[src/rtl/mvu_pkg.sv]
// Shared types and constants for the MVU input path.
// Holds the transposer FSM states, the precision type and the block geometry.
package mvu_pkg;

  localparam int N        = 64;
  localparam int BDBANKA  = 15;
  localparam int MAX_PREC = 16;
  localparam int PREC_W   = 5;

  typedef logic [PREC_W-1:0] prec_t;

  typedef enum logic [1:0] {
    IDLE  = 2'd0,
    FILL  = 2'd1,
    DRAIN = 2'd2
  } state_t;

  function automatic logic prec_legal(input prec_t p, input int max_prec);
    return (p != '0) && (int'(p) <= max_prec);
  endfunction

endpackage

[src/rtl/mvu_bitplane_select.sv]
// Combinational bit-plane extraction: bit bit_idx of every element, packed
// into one word with element i at bit i.
module mvu_bitplane_select #(
  parameter int NUM_ELEM = mvu_pkg::N,
  parameter int MAX_PREC = mvu_pkg::MAX_PREC,
  parameter int BIT_W    = $clog2(MAX_PREC)
) (
  input  logic [NUM_ELEM*MAX_PREC-1:0] elems,
  input  logic [BIT_W-1:0]             bit_idx,
  output logic [NUM_ELEM-1:0]          plane
);

  generate
    for (genvar gi = 0; gi < NUM_ELEM; gi++) begin : g_elem
      logic [MAX_PREC-1:0] elem;
      assign elem      = elems[gi*MAX_PREC +: MAX_PREC];
      assign plane[gi] = elem[bit_idx];
    end
  endgenerate

endmodule

[src/rtl/mvu_input_transposer.sv]
// Buffers NUM_ELEM element values from pito, then writes them to the MVU data
// RAM as bit planes, MSB plane first, one RAM word per precision bit.
module mvu_input_transposer #(
  parameter int NUM_ELEM = mvu_pkg::N,
  parameter int XLEN     = 32,
  parameter int ADDR_LEN = mvu_pkg::BDBANKA,
  parameter int MAX_PREC = mvu_pkg::MAX_PREC
) (
  input  logic                clk,
  input  logic                rst_n,
  input  logic                cfg_start,
  input  logic [4:0]          cfg_prec,
  input  logic [ADDR_LEN-1:0] cfg_baddr,
  input  logic                cfg_stop,
  input  logic                in_valid,
  output logic                in_ready,
  input  logic [XLEN-1:0]     in_word,
  output logic                busy,
  output logic                err_prec,
  output logic                wr_en,
  output logic [ADDR_LEN-1:0] wr_addr,
  output logic [NUM_ELEM-1:0] wr_word
);
  import mvu_pkg::state_t;
  import mvu_pkg::IDLE;
  import mvu_pkg::FILL;
  import mvu_pkg::DRAIN;
  import mvu_pkg::prec_t;
  import mvu_pkg::prec_legal;

  localparam int CNT_W  = $clog2(NUM_ELEM + 1);
  localparam int BIT_W  = $clog2(MAX_PREC);
  localparam int PREC_W = $bits(prec_t);

  state_t              state_reg, state_next;
  prec_t               prec_reg;
  logic [ADDR_LEN-1:0] addr_ptr_reg;
  logic [CNT_W-1:0]    elem_cnt_reg;
  logic [BIT_W-1:0]    plane_reg, plane_next;
  logic                stop_pend_reg;
  logic                err_prec_reg;
  logic                wr_en_reg, wr_en_next;
  logic [ADDR_LEN-1:0] wr_addr_reg, wr_addr_next;
  logic [NUM_ELEM-1:0] wr_word_reg, wr_word_next;
  logic [MAX_PREC-1:0] elem_buf_reg [NUM_ELEM];

  logic                        hs, start_ok, last_elem, last_plane, drain_done;
  logic [MAX_PREC-1:0]         prec_mask, in_masked;
  logic [NUM_ELEM*MAX_PREC-1:0] elem_flat;
  logic [PREC_W-1:0]           bit_sel;
  logic [NUM_ELEM-1:0]         plane_word;
  logic                        unused_bits;

  assign hs         = in_valid && (state_reg == FILL);
  assign start_ok   = cfg_start && prec_legal(cfg_prec, MAX_PREC);
  assign last_elem  = hs && (elem_cnt_reg == CNT_W'(NUM_ELEM - 1));
  assign last_plane = (PREC_W'(plane_reg) == prec_reg - PREC_W'(1));
  assign drain_done = (state_reg == DRAIN) && (state_next != DRAIN);
  assign in_masked  = in_word[MAX_PREC-1:0] & prec_mask;
  assign unused_bits = &{1'b0, in_word[XLEN-1:MAX_PREC], bit_sel[PREC_W-1]};

  // The plane written on entry to DRAIN must already include the element
  // accepted on that same edge, so planes are taken from the post-write view.
  generate
    for (genvar gi = 0; gi < MAX_PREC; gi++) begin : g_mask
      assign prec_mask[gi] = (PREC_W'(gi) < prec_reg);
    end
    for (genvar gi = 0; gi < NUM_ELEM; gi++) begin : g_flat
      assign elem_flat[gi*MAX_PREC +: MAX_PREC] =
        (hs && (elem_cnt_reg == CNT_W'(gi))) ? in_masked : elem_buf_reg[gi];
    end
  endgenerate

  assign bit_sel = prec_reg - PREC_W'(1) - PREC_W'(plane_next);

  mvu_bitplane_select #(
    .NUM_ELEM (NUM_ELEM),
    .MAX_PREC (MAX_PREC),
    .BIT_W    (BIT_W)
  ) u_select (
    .elems   (elem_flat),
    .bit_idx (bit_sel[BIT_W-1:0]),
    .plane   (plane_word)
  );

  always_ff @(posedge clk or negedge rst_n) begin
    if (!rst_n) state_reg <= IDLE;
    else        state_reg <= state_next;
  end

  always_comb begin
    state_next = state_reg;
    case (state_reg)
      IDLE:  if (start_ok) state_next = FILL;
      FILL: begin
        if (last_elem)     state_next = DRAIN;
        else if (cfg_stop) state_next = (hs || elem_cnt_reg != '0) ? DRAIN : IDLE;
      end
      DRAIN: if (last_plane) state_next = (stop_pend_reg || cfg_stop) ? IDLE : FILL;
      default: state_next = IDLE;
    endcase
  end

  always_comb begin
    in_ready     = (state_reg == FILL);
    busy         = (state_reg != IDLE);
    plane_next   = (state_reg == DRAIN) ? plane_reg + 1'b1 : '0;
    wr_en_next   = (state_next == DRAIN);
    wr_addr_next = wr_en_next ? addr_ptr_reg : '0;
    wr_word_next = wr_en_next ? plane_word : '0;
  end

  always_ff @(posedge clk or negedge rst_n) begin
    if (!rst_n) begin
      prec_reg      <= '0;
      addr_ptr_reg  <= '0;
      elem_cnt_reg  <= '0;
      plane_reg     <= '0;
      stop_pend_reg <= 1'b0;
      err_prec_reg  <= 1'b0;
      wr_en_reg     <= 1'b0;
      wr_addr_reg   <= '0;
      wr_word_reg   <= '0;
      for (int i = 0; i < NUM_ELEM; i++) elem_buf_reg[i] <= '0;
    end else begin
      err_prec_reg <= (state_reg == IDLE) && cfg_start && !start_ok;
      wr_en_reg    <= wr_en_next;
      wr_addr_reg  <= wr_addr_next;
      wr_word_reg  <= wr_word_next;

      if (state_reg == IDLE && start_ok) begin
        prec_reg     <= cfg_prec;
        addr_ptr_reg <= cfg_baddr;
      end else if (state_next == DRAIN) begin
        addr_ptr_reg <= addr_ptr_reg + 1'b1;
      end

      if (state_next == DRAIN) plane_reg <= plane_next;

      if (state_next != FILL) elem_cnt_reg <= '0;
      else if (hs)            elem_cnt_reg <= elem_cnt_reg + 1'b1;

      if (state_next == IDLE)                      stop_pend_reg <= 1'b0;
      else if (cfg_stop && state_reg != IDLE)      stop_pend_reg <= 1'b1;

      // Clearing after each drain makes a flushed partial block read as zeros.
      for (int i = 0; i < NUM_ELEM; i++) begin
        if (drain_done)
          elem_buf_reg[i] <= '0;
        else if (hs && elem_cnt_reg == CNT_W'(i))
          elem_buf_reg[i] <= in_masked;
      end
    end
  end

  assign err_prec = err_prec_reg;
  assign wr_en    = wr_en_reg;
  assign wr_addr  = wr_addr_reg;
  assign wr_word  = wr_word_reg;

endmodule

[config.mk]
export PLATFORM = sky130hd
export DESIGN_NAME = mvu_input_transposer
export DESIGN_NICKNAME = d
export VERILOG_FILES = /design/src/rtl/mvu_pkg.sv /design/src/rtl/mvu_bitplane_select.sv /design/src/rtl/mvu_input_transposer.sv
export SDC_FILE = /design/constraint.sdc
export NUM_CORES = 2
export LEC_CHECK = 0
export ABC_AREA = 0
export CELL_PAD_IN_SITES_DETAIL_PLACEMENT = 1
export CELL_PAD_IN_SITES_GLOBAL_PLACEMENT = 2
export CORE_ASPECT_RATIO = 2
export CORE_MARGIN = 2
export CORE_UTILIZATION = 40
export DETAILED_ROUTE_END_ITERATION = 10
export GPL_ROUTABILITY_DRIVEN = 1
export PLACE_DENSITY_LB_ADDON = 0.1
export SLEW_MARGIN = 15
export SYNTH_ARGS = -nofsm -noshare
export SYNTH_HDL_FRONTEND = slang
export SYNTH_HIERARCHICAL = 1
export SYNTH_SLANG_ARGS = --single-unit
[constraint.sdc]
create_clock -name clk -period 3.3 [get_ports clk]
set_input_delay 0.66 -clock clk [delete_from_list [all_inputs] [get_ports clk]]
set_output_delay 0.66 -clock clk [all_outputs]
set_load 0.005 [all_outputs]
==> flow_summary.yaml <==
floorplanning:
  design.die.area_mm2: 0.142
  design.portCount: 140
  die_x_um: 267
  num_rows: 193
  fp.dieH_um: 530
  initial_core_util: 0.402
  core_mm2: 0.138
cells_and_area:
  fin_nets: 5795
  fillerInstances: 15000
  drive_gt1_frac: 0.155
  stdcell_count: 7668
  area_growth_pct: 19.9
  multi_input_area_mm2: 0.0249
  seq_area_mm2: 0.0285
  final_area_mm2: 0.0665
  largest_reg_flops: 1024
placement:
  dp_hpwl_um: 115000
  portBuffers: 123
  gp_congestion: 0.785
  place_area_mm2: 0.0625
  placed_cells: 7451
power:
  power_density_mw_per_mm2: 771
  p_leak_nw: 30.6
  ir_drop_v: 0.00142
  total_power_mw: 51.3
clock_network:
  cts_sinks: 1139
  clock-root-buffer: "clkbuf_16"
  path_clk_slew_ns: 0.07
  cts_tree: "yes"
  h-tree-depth: 3
  clock_path_buffers: 3
  clock_latency_ns: 0.71
  cts_buffers: 111
sta:
  min_period_ns: 3.26
  max_slew_margin: 0.477
  worstMarginPinSlew_ns: 0.784
  max_freq_mhz: 307
  maxSlewViolCount: 0
  rsz0062_at_grt: "yes"
  hold_slack_ns: 0.423
  fin_crit_sh: 0.988
  setup_viol: 0
  fin_tns_setup_ns: 0
  hold_violations: 0
  final.setup_skew_ns: 0.0254
flow_run:
  cap_violations: 0
grt:
  grt_usage: 0.265
  grt_overflow: 0
  grt_pass1_vias: 44900
  grt_antenna_before_repair: 5
  grt_pass1_wl_um: 283000
  grt_start_max_net_pins: 122
critical_path:
  critical_path_required_ns: 3.90
  endpoint_kind: "flop"
  critPathTopFamily: "adder cells"
  start_kind: "flop"
  crit_chain: "ha_1 > nand2_2 > fa_4 > buf_12 > buf_12 > buf_4 > mux4_2 > a22oi_2 > nand2_1 > and2_1"
  crit_top_cell: "buf_12"
  cp_max_fo: 12
  critical-path-slowest-cell: "fa_4"
  max_stage_delay_ns: 0.96
  reg2reg_slack_ns: 0.04
  path_buf_inv: 3
  path_class: "reg -> reg"
  arrival_ns: 3.86
outcome:
  outcome: "finished, final reports clean"
route:
  viasPerCell: 5.40
  wl_per_cell_um: 24.0
  first_iter_violations: 2228
  drcViolationCount: 0
  firstDrtPassIters: 5
  postRouteAntennaNets: 0
  wl_um: 184000
  vias: 41400
synth:
  ys_ff_latch: 1139
  ys_warn_count: 6
  synth_area_mm2: 0.0554
  synth_edf_count: 0
  yosysMostFrequentCell: "nand2_1"
  synthTopCellsByArea: "dfrtp_1, nor2b_1, mux4_2, o21ai_0, nand2_1"
  netlist.area_leader.share: 0.514
  syn_nets: 5658
  synth-main-ff-cell: "dfrtp_1"
  synth-seq-area-share: 0.514
  synthArstFlopShare: 1.00
  synth_commonest_cells: "nand2_1, dfrtp_1, o21ai_0"
  syn_inst: 5589
  synth.distinct_cells: 55
  synth_top_area_cell: "dfrtp_1"
  synth_area_per_cell_um2: 9.92
min_path:
  hp-class: "in -> async"
repair_timing:
action,CTS,global route
cloned,0,4
resized for setup,8,17
hold buffers,1,0
buffers inserted,0,9
pin swaps,0,4
endpoints found under the setup margin,11,55
endpoints found under the hold margin,24,0
final timing paths:
check,startpoint,cells past startpoint,endpoint
max,plane_reg[0],10,wr_word[1]
min reg2reg,addr_ptr_reg[14],1,wr_addr[14]
max reg2reg,plane_reg[0],10,wr_word[1]
max in group asynchronous,rst_n,4,elem_buf_reg[431]
min,rst_n,2,prec_reg[3]
min in group clk,addr_ptr_reg[14],1,wr_addr[14]
stage by stage:
stage,util,setup slack [ns]
after floorplan,-,0.440
final,0.482,0.0403
after detailed placement,0.453,-0.521
after global routing,0.482,-0.0328
after global placement,0.453,-0.448
after CTS,0.480,0.0149
logic make-up after synthesis:
| logic type | after synthesis | share of synthesized area |
|---|---|---|
| AO/OA/AOI/OAI | 1221 | 0.118 |
| XOR/XNOR | 22 | 0.00348 |
| adder cells (fa/ha/maj) | 12 | 0.00284 |
| buffers and inverters | 530 | 0.0412 |
| flip-flops | 1139 | 0.514 |
| multiplexers | 256 | 0.104 |
| AND/OR/NAND/NOR | 2409 | 0.216 |
metal layers:
metal / part of all wire / global-route usage
met2: 0.52 / 0.471
met1: 0.42 / 0.333
met3: 0.029 / 0.0260
met4: 0.037 / 0.0933
met5: 0.000065 / 0
final cells by class:
cell class | count | area share
multi-input cells | 3920 | 0.375
clock inverters | 34 | 0.00647
inverters | 13 | 0.000884
repair buffers | 541 | 0.105
flip-flops and latches | 1139 | 0.429
diodes | 1 | 0.0000376
clock buffers | 168 | 0.0494
well taps | 1852 | 0.0348
power by group:
group | switching (mW) | internal, mW | leakage [nW] | total [mW]
Sequential | 0.213 | 14.3 | 15.9 | 14.5
Clock | 5.78 | 7.54 | 1.83 | 13.3
Combinational | 14.8 | 8.68 | 13.0 | 23.4
Total | 20.8 | 30.5 | 30.6 | 51.3
placed cells by master, fill, tap and decap left out, types with 12 or more instances in the layout:
master	count
nand2_1	1194
dfrtp_1	1138
o21ai_0	1034
nor2b_1	1027
mux4_2	256
buf_4	210
buf_12	199
clkdlybuf4s50_1	122
a22oi_1	117
clkbuf_16	115
and2_1	90
nor2_1	34
clkbuf_8	29
clkbuf_1	28
clkinv_2	19
xor2_1	12
nand3_1	12
a21oi_1	12
No activity file was read; power rests on OpenSTA's default activity.
